[src/rtl/mem_burst_pkg.sv]
// Shared types and default widths for the memory burst engine and its read checker.
package mem_burst_pkg;

    typedef enum logic {
        OP_WR = 1'b0,
        OP_RD = 1'b1
    } op_e;

    typedef enum logic [2:0] {
        IDLE  = 3'd0,
        WRITE = 3'd1,
        READ  = 3'd2,
        DRAIN = 3'd3,
        DONE  = 3'd4
    } state_e;

    localparam int ADDR_W_DEF = 8;
    localparam int DATA_W_DEF = 8;
    localparam int LEN_W_DEF  = 8;
    localparam int RD_LAT_DEF = 1;

endpackage

[src/rtl/mem_burst_chk.sv]
// Read-data checker: delays {valid, expected, addr} by RD_LAT edges to line up
// with memory data_out, then counts mismatches and latches the first bad address.
module mem_burst_chk
    import mem_burst_pkg::*;
#(
    parameter int ADDR_W = ADDR_W_DEF,
    parameter int DATA_W = DATA_W_DEF,
    parameter int LEN_W  = LEN_W_DEF,
    parameter int RD_LAT = RD_LAT_DEF
) (
    input  logic              clk,
    input  logic              rst,
    input  logic              clr,
    input  logic              vld_in,
    input  logic [DATA_W-1:0] exp_in,
    input  logic [ADDR_W-1:0] addr_in,
    input  logic [DATA_W-1:0] rd_data,
    output logic [LEN_W:0]    err_cnt,
    output logic [ADDR_W-1:0] first_err_addr,
    output logic              err_flag
);

    logic              vld_p  [RD_LAT];
    logic [DATA_W-1:0] exp_p  [RD_LAT];
    logic [ADDR_W-1:0] addr_p [RD_LAT];
    logic              mismatch;

    function automatic logic [LEN_W:0] sat_inc(input logic [LEN_W:0] v);
        return (&v) ? v : v + 1'b1;
    endfunction

    // Stage 0 captures the beat on the same edge the memory samples rd_en.
    always_ff @(posedge clk) begin
        if (!rst) begin
            for (int k = 0; k < RD_LAT; k++) vld_p[k] <= 1'b0;
        end else begin
            vld_p[0] <= vld_in;
            for (int k = 1; k < RD_LAT; k++) vld_p[k] <= vld_p[k-1];
        end
    end

    always_ff @(posedge clk) begin
        exp_p[0]  <= exp_in;
        addr_p[0] <= addr_in;
        for (int k = 1; k < RD_LAT; k++) begin
            exp_p[k]  <= exp_p[k-1];
            addr_p[k] <= addr_p[k-1];
        end
    end

    // Compare stage: data_out is valid RD_LAT edges after the rd_en sample.
    assign mismatch = vld_p[RD_LAT-1] && (rd_data != exp_p[RD_LAT-1]);

    always_ff @(posedge clk) begin
        if (!rst || clr) begin
            err_cnt        <= '0;
            first_err_addr <= '0;
            err_flag       <= 1'b0;
        end else if (mismatch) begin
            err_cnt  <= sat_inc(err_cnt);
            err_flag <= 1'b1;
            if (err_cnt == '0) first_err_addr <= addr_p[RD_LAT-1];
        end
    end

endmodule

[src/rtl/mem_burst_engine.sv]
// Burst command stage for the single-port memory: expands one command into
// back-to-back registered write or read beats and checks read data by pattern.
module mem_burst_engine
    import mem_burst_pkg::*;
#(
    parameter int ADDR_W = ADDR_W_DEF,
    parameter int DATA_W = DATA_W_DEF,
    parameter int LEN_W  = LEN_W_DEF,
    parameter int RD_LAT = RD_LAT_DEF
) (
    input  logic              clk,
    input  logic              rst,
    input  logic              cmd_valid,
    output logic              cmd_ready,
    input  logic              cmd_op,
    input  logic [ADDR_W-1:0] cmd_addr,
    input  logic [LEN_W-1:0]  cmd_len,
    input  logic [DATA_W-1:0] cmd_seed,
    output logic              wr_en,
    output logic              rd_en,
    output logic [ADDR_W-1:0] addr,
    output logic [DATA_W-1:0] data_in,
    input  logic [DATA_W-1:0] data_out,
    output logic              busy,
    output logic              done,
    output logic [LEN_W:0]    err_cnt,
    output logic [ADDR_W-1:0] first_err_addr,
    output logic              err_flag
);

    localparam int DRN_W = (RD_LAT > 1) ? $clog2(RD_LAT) : 1;

    state_e            state_q, state_nxt;
    logic [LEN_W-1:0]  cnt_q, cnt_nxt;
    logic [LEN_W-1:0]  len_q, len_nxt;
    logic [DRN_W-1:0]  drn_q, drn_nxt;
    logic [DATA_W-1:0] pat_q, pat_nxt;
    logic              wr_nxt, rd_nxt, done_nxt;
    logic [ADDR_W-1:0] addr_nxt;
    logic [DATA_W-1:0] din_nxt;
    logic              accept, rd_accept;

    assign accept    = cmd_valid && cmd_ready;
    assign rd_accept = accept && (op_e'(cmd_op) == OP_RD);

    // Next-state and next-port values; the port registers below present them one edge later.
    always_comb begin
        state_nxt = state_q;
        cnt_nxt   = cnt_q;
        len_nxt   = len_q;
        drn_nxt   = drn_q;
        pat_nxt   = pat_q;
        wr_nxt    = 1'b0;
        rd_nxt    = 1'b0;
        done_nxt  = 1'b0;
        addr_nxt  = '0;
        din_nxt   = '0;
        case (state_q)
            IDLE: begin
                if (accept) begin
                    len_nxt  = cmd_len;
                    cnt_nxt  = '0;
                    pat_nxt  = cmd_seed;
                    addr_nxt = cmd_addr;
                    if (op_e'(cmd_op) == OP_RD) begin
                        state_nxt = READ;
                        rd_nxt    = 1'b1;
                    end else begin
                        state_nxt = WRITE;
                        wr_nxt    = 1'b1;
                        din_nxt   = cmd_seed;
                    end
                end
            end
            WRITE, READ: begin
                if (cnt_q == len_q) begin
                    if (state_q == WRITE) begin
                        state_nxt = DONE;
                        done_nxt  = 1'b1;
                    end else begin
                        state_nxt = DRAIN;
                        drn_nxt   = '0;
                    end
                end else begin
                    cnt_nxt  = cnt_q + 1'b1;
                    pat_nxt  = pat_q + 1'b1;
                    addr_nxt = addr + 1'b1;
                    if (state_q == WRITE) begin
                        wr_nxt  = 1'b1;
                        din_nxt = pat_q + 1'b1;
                    end else begin
                        rd_nxt = 1'b1;
                    end
                end
            end
            DRAIN: begin
                if (drn_q == DRN_W'(RD_LAT - 1)) begin
                    state_nxt = DONE;
                    done_nxt  = 1'b1;
                end else begin
                    drn_nxt = drn_q + 1'b1;
                end
            end
            DONE:    state_nxt = IDLE;
            default: state_nxt = IDLE;
        endcase
    end

    always_ff @(posedge clk) begin
        if (!rst) begin
            state_q   <= IDLE;
            drn_q     <= '0;
            cmd_ready <= 1'b0;
            busy      <= 1'b0;
            done      <= 1'b0;
            wr_en     <= 1'b0;
            rd_en     <= 1'b0;
            addr      <= '0;
            data_in   <= '0;
        end else begin
            state_q   <= state_nxt;
            drn_q     <= drn_nxt;
            cmd_ready <= (state_nxt == IDLE);
            busy      <= (state_nxt != IDLE);
            done      <= done_nxt;
            wr_en     <= wr_nxt;
            rd_en     <= rd_nxt;
            addr      <= addr_nxt;
            data_in   <= din_nxt;
        end
    end

    always_ff @(posedge clk) begin
        cnt_q <= cnt_nxt;
        len_q <= len_nxt;
        pat_q <= pat_nxt;
    end

    mem_burst_chk #(
        .ADDR_W (ADDR_W),
        .DATA_W (DATA_W),
        .LEN_W  (LEN_W),
        .RD_LAT (RD_LAT)
    ) u_chk (
        .clk            (clk),
        .rst            (rst),
        .clr            (rd_accept),
        .vld_in         (rd_en),
        .exp_in         (pat_q),
        .addr_in        (addr),
        .rd_data        (data_out),
        .err_cnt        (err_cnt),
        .first_err_addr (first_err_addr),
        .err_flag       (err_flag)
    );

endmodule
[config.mk]
export PLATFORM = sky130hd
export DESIGN_NAME = mem_burst_engine
export DESIGN_NICKNAME = d
export VERILOG_FILES = /design/src/rtl/mem_burst_pkg.sv /design/src/rtl/mem_burst_chk.sv /design/src/rtl/mem_burst_engine.sv
export SDC_FILE = /design/constraint.sdc
export NUM_CORES = 1
export LEC_CHECK = 0
export CORE_ASPECT_RATIO = 0.7
export CORE_MARGIN = 10
export CORE_UTILIZATION = 50
export CTS_CLUSTER_DIAMETER = 200
export DETAILED_ROUTE_END_ITERATION = 7
export HOLD_SLACK_MARGIN = 0.1
export PLACE_DENSITY = 0.89
export REMOVE_ABC_BUFFERS = 1
export SLEW_MARGIN = 20
export SYNTH_ARGS = -nofsm -noshare
export SYNTH_HDL_FRONTEND = slang
export SYNTH_SLANG_ARGS = --single-unit
[constraint.sdc]
create_clock -name clk -period 3.3 [get_ports clk]
set_input_delay 0.495 -clock clk [delete_from_list [all_inputs] [get_ports clk]]
set_output_delay 0.495 -clock clk [all_outputs]
set_load 0.005 [all_outputs]
======== Word level (Yosys, flattened, before mapping) ========
Memory sizes are Yosys's and may differ from the RTL's. A register that Yosys moved wholly into a read port is not among the register bits.
Cells that the tools add are included.
storage, ports and cells
  memory bits (writable) .................. 17
  memories kept ........................... 3
  register bits ........................... 59
  bits of input ports ..................... 36
operators by class
  equal/unequal tests ..................... 9
  muxes and demuxes ....................... 41
  bitwise operators ....................... 1
  add/sub/neg operators ................... 5
  reductions and logical operators ........ 19
memory list
  memory        words  bits a word  rd ports  clocked after Yosys merged registers in  write ports  line                 source
  u_chk.addr_p  1      8            1         1                                        1            mem_burst_chk.sv:25  logic [ADDR_W-1:0] addr_p [RD_LAT];
  u_chk.exp_p   1      8            1         0                                        1            mem_burst_chk.sv:24  logic [DATA_W-1:0] exp_p [RD_LAT];
  u_chk.vld_p   1      1            1         0                                        1            mem_burst_chk.sv:23  logic vld_p [RD_LAT];
operators with widths
  operator             number
  $mux 8               10
  $pmux 8 s2           4
  $add 8x1->8 const B  3
  $mux 1               17
  $mux 3               4
  $add 9x1->9 const B  1
  $logic_not 9->1      1
  $pmux 3 s3           1
  $reduce_and 9->1     1
  $eq 8x8->1           1
  $ne 2x2->1 const B   4
  $ne 8x8->1           1
  $pmux 1 s2           4
  $eq 3x2->1 const B   2
  $logic_not 3->1      2
  $reduce_and 2->1     3
  $reduce_and 3->1     2
  $reduce_bool 2->1    2
  $eq 3x1->1 const B   1
  $logic_and 1x1->1    3
  $reduce_bool 3->1    1
  $mux 2               1
  $reduce_or 2->1      1
  $add 1x1->1 const B  1
  4 further kinds      4

======== Logic depth before layout (Yosys ltp) ========
  depth in word-level cells ............... 5
  gate-level depth with buffers ........... 9
  mapped depth without buffers ............ 8

======== By module ========
From an unflattened synthesis, not the netlist that was laid out.
second synthesis, totals
  cells, all modules ...................... 303
  area total of the unflattened synthesis .. 3437.0 µm²
by module, submodules not included
  module            sequential area each (µm²)  times used  cells each  area each (µm²)
  mem_burst_engine  1201.2                      1           189         2135.8
  mem_burst_chk     700.7                       1           114         1301.2

======== Least setup slack after synthesis ========
No wires, ideal clock.
  path kind ............................... register to register
  start point ............................. reg state_q[1]
  end point ............................... reg cnt_q[0], enable pin
  required time ........................... 2889 ps
  clock period less this slack ............ 2382 ps
  setup slack ............................. 918 ps
  cell stages (with the launch flop) ...... 5
  arrival time ............................ 1971 ps
  library setup time ...................... 411 ps
  cell sequence ........................... dfxtp_1 -> buf_2 -> nand2b_4 -> a21o_1 -> o21ai_0
between the ends
  longest elaborated chain between the ends .. 4
ends and longest elaborated chain
  element                                                                  line                     source
  from (decl)                                                              mem_burst_engine.sv:33   state_e state_q, state_nxt;
  from (signal assigned)                                                   mem_burst_engine.sv:121  state_q <= state_nxt;
  $eq 3x1->1 / $eq 3x2->1 (equally long branches)                          mem_burst_engine.sv:58   case (state_q)
  $reduce_or 2->1                                                          mem_burst_engine.sv:58
  $ne 2x2->1 (no source line) / $reduce_bool 2->1 (equally long branches)  n/a
  $reduce_and 3->1 (no source line) (*)                                    n/a
  to (signal assigned)                                                     mem_burst_engine.sv:134  cnt_q <= cnt_nxt;
  to (decl)                                                                mem_burst_engine.sv:34   logic [LEN_W-1:0] cnt_q, cnt_nxt;
Every way passes the cells marked *; elsewhere a longest branch is shown, timed or not.
A chain may end at the register's enable or synchronous reset.

======== Final worst setup path ========
  start point ............................. reg u_chk.err_cnt[3]
  end point ............................... reg u_chk.err_cnt[5]
between the ends
  longest elaborated chain between the ends .. 3
ends and longest elaborated chain
  element                                                              line                 source
  from (decl)                                                          mem_burst_chk.sv:18  output logic [LEN_W:0] err_cnt,
  from (signal assigned)                                               mem_burst_chk.sv:60  err_cnt <= sat_inc(err_cnt);
  parallel branches: the longest is 3 deep, another holds $add 9x1->9  n/a
Parallel ways; which one is timed is not known.

==> metrics <==
status complete, no violations; yosys warns 0; CTS clock-pin slew for the worst setup and hold paths 0.10 ns; layout cells sized above 1 10.9%; HPWL Detailed 6.02 mm; I/O pin cnt 75; Final nets 442; Post-Synthesis Cells 328; Max stage delay on crit path 0.57 ns; Worst Path Class, Setup register to register; detailed-route wire length per cell 16.1 um; Yosys top cell by area dfxtp_1; reg2reg end u_chk.err_cnt[5]; detailed router's first-iteration violation count 200; WP data required 3.56 ns; Hold Slack 0.398 ns; end point of the worst hold path u_chk.addr_p[0][7]; CTS tree done; gpl congestion 0.804; initial antenna violation count 0; f_max 419 MHz; CP Launch Point u_chk.err_cnt[3]; CTS Sinks 83; unrepaired setup endpoints after global routing false; diode count 0; Peak VDD IR 0.322 mV; Num CTS Buffers 9; Power per Cell Area 488 mW/mm^2; CP Capture Type register; largest net degree at the start of global routing 25; vias in the first global route 2659; synthesized area 0.00348 mm^2; FP Rows 25; # fillers 554; DR vias 2612; Worst path slowest cell a21oi_2; DRC Markers 0; DR vias/cell 5.23; crit share post-route 72.4%; hold depth 0; fin crit period 2.39 ns; Post-CTS Setup Bufs 0; I/O Buffers 74; sequential area share after synthesis 54.7%; Slew Limit Fails 0; Critical Path Fanout Max 17; Post-CTS Hold Buffers 0; slack of the worst reg-to-reg path 0.91 ns; Worst Reg-to-Reg Cells 8; Max-Cap Viols 0; Max Root-Sink Buffers 2; Worst-Margin Slew 0.805 ns; Fin. Hold Viols 0; Final Util 65.6%; Slew headroom 46.3%; final wirelength 8.05 mm; Overflow after GRT 0; number of synthesized register bits 83; Detailed Routing Iterations Pass 1 4; H-tree Lvls 3; Worst-Skew Late Latency 0.36 ns; Hold Crit Class register to register; die height 89.8 um; area fraction of the dominant cell type after synthesis 33.9%; Resize count post-CTS 0; Detail Route Antenna Nets 0; gr usage total 14.9%; die width 120 um; worst r2r src u_chk.err_cnt[3]; Critical Path Start Type register; Setup Total Neg Slack 0 ns; Distinct cells, synth 43; Leak 0.00161 uW; DIE AREA 0.0107 mm^2; area grow syn2layout 27.5%; Core Box Area 0.00676 mm^2; total power 2170 uW; first-pass GRT wire length 13.3 mm; Root Driver clkbuf_8; synth top area cells dfxtp_1, edfxtp_1, xor2_1, nand3_1, nand2_1; HP Start addr[7]; Critical Path AT 2.65 ns; CP Cell Sequence and2_1 > and3_1 > and4_1 > ha_1 > nand2b_1 > a21oi_2 > a31oi_1 > a41o_1; Initial Utilization 51.5%; syn_area_per_cell 10.6 um^2; Clock Skews 0.0169 ns; Setup-failing EPs final 0
## critical path, delay by kind of cell, from the launching register on
kind / cells / cell delay, ns
adder cells (fa/ha/maj): 1 / 0.17
AO/OA/AOI/OAI: 3 / 0.98
AND/OR/NAND/NOR: 4 / 0.77
flip-flops: 1 / 0.37
## metal layers
metal	wire [um]	part of all wire, %	GRT usage, %
met2	3910	49	23.9
met4	65	0.81	2.81
met5	0	0	0
met1	3620	45	18.7
met3	452	5.6	5.75
## cells by family after synthesis
| group | count (synthesis) | synth area share, % |
|---|---|---|
| compound gates | 59 | 12.6 |
| xor+xnor | 35 | 8.81 |
| fa+ha+maj | 6 | 2.16 |
| buf+inv | 20 | 3.06 |
| flops | 83 | 54.7 |
| mux | 1 | 0.324 |
| simple gates | 124 | 18.4 |
## synth_stat cells
| library cell | n |
|---|---|
| or4_4 | 1 |
| and3_1 | 9 |
| nor4_2 | 2 |
| nand2b_4 | 2 |
| nand2_1 | 37 |
| or3_1 | 2 |
| mux2_2 | 1 |
| nand3_1 | 33 |
| nand2b_1 | 2 |
| o31ai_2 | 9 |
| ha_1 | 6 |
| a21oi_2 | 2 |
| nand4_1 | 2 |
| nor4b_1 | 1 |
| o21ai_0 | 8 |
| buf_1 | 2 |
| a41o_1 | 2 |
| o21ai_1 | 9 |
| a31oi_1 | 3 |
| inv_1 | 4 |
| a21o_1 | 3 |
| nor2_4 | 1 |
| nor4_1 | 1 |
| nor2b_1 | 1 |
| nor2_1 | 19 |
| buf_2 | 4 |
| a21oi_1 | 10 |
| a31o_1 | 3 |
| xor2_1 | 20 |
| and4_1 | 2 |
| nor3b_1 | 2 |
| o31a_1 | 1 |
| o21ai_2 | 8 |
| xnor2_1 | 15 |
| nor3_1 | 2 |
| inv_2 | 2 |
| edfxtp_1 | 24 |
| dfxtp_1 | 59 |
| buf_6 | 3 |
| buf_4 | 1 |
| o21a_1 | 1 |
| clkbuf_1 | 4 |
| and2_1 | 5 |
## power by group
group          switching (uW)  total (uW)  internal (uW)
clock                     373         654            281
combinational             157         304            147
sequential               69.2        1210           1140
total                     599        2170           1570
## how the worst max path moves through the flow
stage / end
after floorplan: cnt_q[0]
after global placement: addr[7]
after detailed placement: addr[3]
after CTS: u_chk.err_cnt[5]
after global routing: u_chk.err_cnt[7]
final: u_chk.err_cnt[5]
## stage by stage
step	setup WS (ns)	instances	area (um^2)
after floorplan	0.743	314	3400
after global placement	0.916	483	4260
after detailed placement	0.797	483	4260
after CTS	0.933	499	4440
after global routing	0.780	499	4440
final	0.912	499	4440
## final cells by class
| cell class | count | area (um^2) | share of cell area [%] |
|---|---|---|---|
| Inverter | 6 | 22.5 | 0.508 |
| Clock inverter | 6 | 46.3 | 1.04 |
| Multi-Input combinational cell | 225 | 1470 | 33.2 |
| Clock buffer | 10 | 128 | 2.88 |
| Sequential cell | 83 | 1900 | 42.9 |
| Timing Repair Buffer | 75 | 748 | 16.9 |
| Tap cell | 94 | 118 | 2.65 |
## flip-flops by register name (all words and copies together) (netlist names), 3 cells and up
signal and flops:
u_chk.err_cnt 9, addr 8, cnt_q 8, data_in 8, len_q 8, pat_q 8
u_chk.addr_p 8, u_chk.exp_p 8, u_chk.first_err_addr 8, state_q 3
## cell usage in the layout (no fill, tap or decap), drive strengths merged, types with 2 or more instances in the layout
cell,synthesis,routed
o21ai,25,25
xnor2,15,15
and3,9,9
inv,6,10
a21oi,12,12
nor2,20,20
nand3,33,33
nand2b,4,4
a41o,2,2
nor3b,2,2
nor3,2,2
clkbuf,4,10
clkdlybuf4s50,0,74
edfxtp,24,24
nand2,37,37
ha,6,6
and2,5,5
and4,2,2
nand4,2,2
dfxtp,59,59
o31ai,9,9
xor2,20,20
a21o,3,3
nor4,3,3
a31oi,3,3
a31o,3,3
or3,2,2
Note: power is estimated with default switching activity, not from simulation.
